[src/rtl/booth_pkg.sv]
// Shared defaults, FSM encoding and saturation limits for the Booth product accumulator.
// Limits are held at 64 bits and narrowed to ACC_W by the users (ACC_W <= 64).
package booth_pkg;

  localparam int ACC_W_DEF = 36;
  localparam int CNT_W_DEF = 8;
  localparam int PROD_W    = 32;

  typedef enum logic [1:0] {
    IDLE  = 2'd0,
    ACCUM = 2'd1,
    HOLD  = 2'd2
  } state_t;

  localparam logic [63:0] SAT_MAX_64 = 64'h7FFF_FFFF_FFFF_FFFF;
  localparam logic [63:0] SAT_MIN_64 = 64'h8000_0000_0000_0000;

endpackage

[src/rtl/booth_acc_sat_add.sv]
// Sign-extend a 32-bit product and add it to the accumulator; combinational, no backpressure.
// Flags signed overflow; clamps to the ACC_W limits when BOOTH_ACC_SAT_EN is defined, else wraps.
module booth_acc_sat_add
  import booth_pkg::*;
#(
  parameter int ACC_W = ACC_W_DEF
) (
  input  logic [ACC_W-1:0]  acc,
  input  logic [PROD_W-1:0] product,
  output logic [ACC_W-1:0]  sum,
  output logic              overflow
);

  logic [ACC_W-1:0] prod_ext;
  logic [ACC_W-1:0] raw_sum;

  assign prod_ext = {{(ACC_W-PROD_W){product[PROD_W-1]}}, product};
  assign raw_sum  = acc + prod_ext;

  // Same-sign operands producing an opposite-sign result is the only overflow case.
  assign overflow = (acc[ACC_W-1] == prod_ext[ACC_W-1]) &&
                    (raw_sum[ACC_W-1] != acc[ACC_W-1]);

`ifdef BOOTH_ACC_SAT_EN
  localparam logic [ACC_W-1:0] SAT_MAX = ACC_W'(SAT_MAX_64 >> (64 - ACC_W));
  localparam logic [ACC_W-1:0] SAT_MIN = ACC_W'(SAT_MIN_64 >> (64 - ACC_W));

  always_comb begin
    sum = raw_sum;
    if (overflow) begin
      sum = acc[ACC_W-1] ? SAT_MIN : SAT_MAX;
    end
  end
`else
  assign sum = raw_sum;
`endif

endmodule

[src/rtl/booth_product_accumulator.sv]
// Frames Booth products into a signed sum with beat count and sticky overflow; result valid 1 cycle after last beat.
// in_ready drops while a result is held until out_ready; BOOTH_ACC_SAT_EN selects clamping instead of wrapping.
module booth_product_accumulator
  import booth_pkg::*;
#(
  parameter int ACC_W = ACC_W_DEF,
  parameter int CNT_W = CNT_W_DEF
) (
  input  logic              clk,
  input  logic              rst,
  input  logic              in_valid,
  input  logic [PROD_W-1:0] in_product,
  input  logic              in_last,
  output logic              in_ready,
  output logic              out_valid,
  input  logic              out_ready,
  output logic [ACC_W-1:0]  out_acc,
  output logic [CNT_W-1:0]  out_count,
  output logic              out_overflow
);

  localparam logic [CNT_W-1:0] CNT_MAX = '1;

  state_t           state;
  logic [ACC_W-1:0] acc;
  logic [CNT_W-1:0] cnt;
  logic             ovf;
  logic             in_ready_r;
  logic             out_valid_r;

  logic             beat_acc;
  logic [ACC_W-1:0] add_a;
  logic [ACC_W-1:0] add_sum;
  logic             add_ovf;
  logic [CNT_W-1:0] cnt_nxt;
  logic             frame_end;

  assign beat_acc = in_valid && in_ready_r;

  // A new frame adds onto zero, which also makes the first beat's overflow flag 0.
  assign add_a     = (state == IDLE) ? '0 : acc;
  assign cnt_nxt   = (state == IDLE) ? CNT_W'(1) : cnt + CNT_W'(1);
  assign frame_end = in_last || (cnt_nxt == CNT_MAX);

  booth_acc_sat_add #(
    .ACC_W (ACC_W)
  ) u_add (
    .acc      (add_a),
    .product  (in_product),
    .sum      (add_sum),
    .overflow (add_ovf)
  );

  always_ff @(posedge clk) begin
    if (rst) begin
      state       <= IDLE;
      acc         <= '0;
      cnt         <= '0;
      ovf         <= 1'b0;
      in_ready_r  <= 1'b1;
      out_valid_r <= 1'b0;
    end else begin
      case (state)
        IDLE, ACCUM: begin
          if (beat_acc) begin
            acc <= add_sum;
            cnt <= cnt_nxt;
            ovf <= ((state == IDLE) ? 1'b0 : ovf) | add_ovf;
            if (frame_end) begin
              state       <= HOLD;
              in_ready_r  <= 1'b0;
              out_valid_r <= 1'b1;
            end else begin
              state <= ACCUM;
            end
          end
        end
        HOLD: begin
          if (out_ready) begin
            state       <= IDLE;
            in_ready_r  <= 1'b1;
            out_valid_r <= 1'b0;
          end
        end
        default: begin
          state       <= IDLE;
          in_ready_r  <= 1'b1;
          out_valid_r <= 1'b0;
        end
      endcase
    end
  end

  assign in_ready     = in_ready_r;
  assign out_valid    = out_valid_r;
  assign out_acc      = acc;
  assign out_count    = cnt;
  assign out_overflow = ovf;

endmodule

[config.mk]
export PLATFORM = sky130hd
export DESIGN_NAME = booth_product_accumulator
export DESIGN_NICKNAME = d
export VERILOG_FILES = /design/src/rtl/booth_pkg.sv /design/src/rtl/booth_acc_sat_add.sv /design/src/rtl/booth_product_accumulator.sv
export SDC_FILE = /design/constraint.sdc
export NUM_CORES = 1
export LEC_CHECK = 0
export BUFFER_PORTS_ARGS = -buffer_cell sky130_fd_sc_hd__buf_4
export CAP_MARGIN = 20
export CORE_MARGIN = 2
export CORE_UTILIZATION = 61
export DETAILED_ROUTE_END_ITERATION = 12
export GPL_TIMING_DRIVEN = 0
export PLACE_DENSITY = 0.87
export RECOVER_POWER = 25
export SYNTH_ARGS = -nofsm -noshare
export SYNTH_HDL_FRONTEND = slang
export SYNTH_SLANG_ARGS = --single-unit
[constraint.sdc]
create_clock -name clk -period 7.4 [get_ports clk]
set_clock_uncertainty 0.05 [all_clocks]
set_input_delay 1.11 -clock clk [delete_from_list [all_inputs] [get_ports clk]]
set_output_delay 1.11 -clock clk [all_outputs]
set_load 0.01 [all_outputs]
==> summary.md <==
| Metric | Value |
|---|---|
| Outcome | `completed` |
| Area contributors post-synth | `dfxtp_1 (24%), ha_1 (11%), a21oi_1 (8.6%)` |
| Post-CTS Setup Bufs | `0` |
| DRT Wirelength | `11,600 um` |
| CTS root buffer | `clkbuf_8` |
| DR vias | `4,493` |
| Wirelength per Cell | `16.0 um` |
| Synth cell types | `58` |
| #FFs+latches synth | `49` |
| Antenna violations before repair | `0` |
| RSZ-0062 raised after global routing | `false` |
| Area grow syn2layout | `17.1%` |
| Synth async-reset ratio | `0%` |
| Share of the synthesized area in the top cell type | `23.8%` |
| Power per Cell Area | `142 mW/mm^2` |
| Drt first pass iters | `5` |
| Share of cells above drive strength 1 | `12.5%` |
| Sequential element share of the synthesized area | `23.8%` |
| Worst Setup End Kind | `flip-flop` |
| Die X | `86.1 um` |
| Io pins | `84` |
| Vias in the first global route | `4,162` |
| CTS resizes | `0` |
| Port Buf Inserts | `82` |
| Clock transition at the registers of the reported paths | `0.10 ns` |
| ANT cells | `0` |
| Placement Cell Area | `0.00483 mm^2` |
| Mapped Cells | `560` |
| Post-synth top area cell | `dfxtp_1` |
| Crit path DAT | `4.34 ns` |
| Netlist Area Pre-Place | `0.00412 mm^2` |
| Synth warnings | `0` |
| Max transition margin | `56.1%` |
| Dpl cells | `719` |
| Finished Cell Area | `0.00482 mm^2` |
| Tightest Hold Check Type | `reg2reg` |
| Fin crit share | `55.7%` |
| Vias/cell | `6.19` |
| Clk sink count | `49` |
| Die Area | `0.00742 mm^2` |
| Num CTS Buffers | `5` |
| Post-layout min period | `4.12 ns` |
| Core area | `0.00642 mm^2` |
| Max Cap Violations | `0` |
| Largest net degree at the start of global routing | `16` |
| CTS tree | `yes` |
| Fmax | `0.243 GHz` |
| # setup viols final | `0` |
| # hold bufs at CTS | `0` |
| Die height | `86.1 um` |
| Worst slew pin tran | `0.659 ns` |
| CTS H-tree lvls | `2` |
| Initial Utilization | `64.1%` |
| Wire length of the first global-routing pass | `18,600 um` |
| GPL Wtd Cong | `0.954` |
| Gr usage total | `31.0%` |
| Fillers | `543` |
| Most common cell in the synthesized netlist | `nand2_1` |
| Crit path launch type | `flip-flop` |
| Gr ovfl total | `0` |
| Layout net count | `723` |
| Syn nets | `634` |
| Final hold vios | `0` |
| Synthesized area per cell | `7.35 um^2` |
| Final Max Slew Viols | `0` |
| Post-route ant nets | `0` |
| CTS max path bufs | `2` |
| Final cell count without fillers | `726` |
| Setup TNS | `0 ns` |
| Row count | `29` |
| Synth Flop Type | `dfxtp_1` |
| Final Core Density | `75.1%` |
| Later-pin clock latency in the skew report | `0.32 ns` |
| Dpl hpwl | `8950 um` |
| Synth cell count leaders | `nand2_1 (85), a21oi_1 (71), dfxtp_1 (49)` |
| Worst Path Required | `7.62 ns` |
| Max IR drop VDD | `99.0 uV` |
| EDFF count, synth | `0` |
| CP max FO | `10` |
| DRC violations left | `0` |
| Critical path class | `reg2reg` |
| Leak | `2.16 nW` |
| Initial DRC count | `288` |
## stage by stage
stage | hold slack, ns | setup WS, ns | total power, mW
2_1_floorplan | 0.431 | 3.89 | 0.446
3_3_place_gp | 0.401 | 3.48 | 0.526
3_5_place_dp | 0.408 | 3.40 | 0.533
4_1_cts | 0.419 | 3.34 | 0.692
5_1_grt | 0.441 | 3.13 | 0.719
6_report | 0.418 | 3.28 | 0.686
## cell families (layout without fill, tap and decap cells)
| kind of cell | after synthesis | in the layout | share of synthesized area [%] |
|---|---|---|---|
| adders and majority gates | 37 | 37 | 11.4 |
| buffers and inverters | 41 | 130 | 4.01 |
| muxes | 1 | 1 | 0.243 |
| and+or+nand+nor | 237 | 237 | 28.8 |
| xor gates and xnor gates | 25 | 25 | 5.32 |
| DFF | 49 | 49 | 23.8 |
| AOI/OAI and AO/OA | 170 | 170 | 26.4 |
## critical path: stages (launching register included)
cell	delay, ns
dfxtp_1	0.40
or2_2	0.30
clkbuf_1	0.15
clkbuf_1	0.26
and2_1	0.24
ha_1	0.22
fa_1	0.42
a21o_1	0.21
a221oi_2	0.41
a211oi_2	0.21
o2111ai_2	0.28
nand3_2	0.14
a211o_1	0.40
nor4b_2	0.25
a211o_1	0.14
## power by group
part | internal [mW] | total (mW) | switching [mW]
combinational | 0.0888 | 0.223 | 0.135
clock | 0.0656 | 0.163 | 0.0977
sequential | 0.283 | 0.300 | 0.0161
total | 0.438 | 0.686 | 0.248
## area by class of cell
class                   count  area [um^2]  area share (%)
well taps                  77         96.3            2.00
clock inverters             2         13.8           0.285
multi-input cells         470         2970            61.6
plain buffers              32          131            2.73
inverters                   9         33.8           0.701
clock buffers               5         68.8            1.43
repair buffers             82          526            10.9
flip-flops and latches     49          981            20.3
## routing by layer
layer	up-vias	global-route usage (%)	part of all wire (%)
met5	-	0	0
met4	0	11.4	2.2
met3	33	4.91	6.5
met2	181	53.4	47
met1	2077	38.7	44
li1	2202	-	-
## registers in the layout, indices dropped and copies added (netlist names)
register / count
out_acc: 36
out_overflow: 1
out_valid: 1
out_count: 8
in_ready: 1
state: 2
## path summary, 6_finish.rpt
| kind | from | to | slack, ns | depth (start not counted) |
|---|---|---|---|---|
| max | state[0]$_SDFFE_PP0P_ | out_acc[30]$_SDFFE_PP0P_ | 3.28 | 14 |
| min | out_acc[24]$_SDFFE_PP0P_ | out_acc[24]$_SDFFE_PP0P_ | 0.42 | 2 |
| max reg2reg | state[0]$_SDFFE_PP0P_ | out_acc[30]$_SDFFE_PP0P_ | 3.28 | 14 |
| min reg2reg | out_acc[24]$_SDFFE_PP0P_ | out_acc[24]$_SDFFE_PP0P_ | 0.42 | 2 |
## cells in the final DEF, fill, tap and decap left out, types with 6 or more instances in the layout
cell type | Yosys | final
nand2_1 | 85 | 85
a21oi_1 | 71 | 71
buf_4 | 1 | 59
clkbuf_1 | 27 | 51
dfxtp_1 | 49 | 49
nor2_1 | 36 | 36
ha_1 | 36 | 36
and2_1 | 35 | 35
o21ai_0 | 26 | 26
nand3_1 | 19 | 19
xnor2_1 | 16 | 16
a21o_1 | 16 | 16
nor3_1 | 14 | 14
xor2_1 | 9 | 9
inv_1 | 9 | 9
and3_1 | 8 | 8
a211o_1 | 7 | 7
o211ai_1 | 6 | 6
a211oi_1 | 6 | 6
Power figures use the tool's default switching activity.
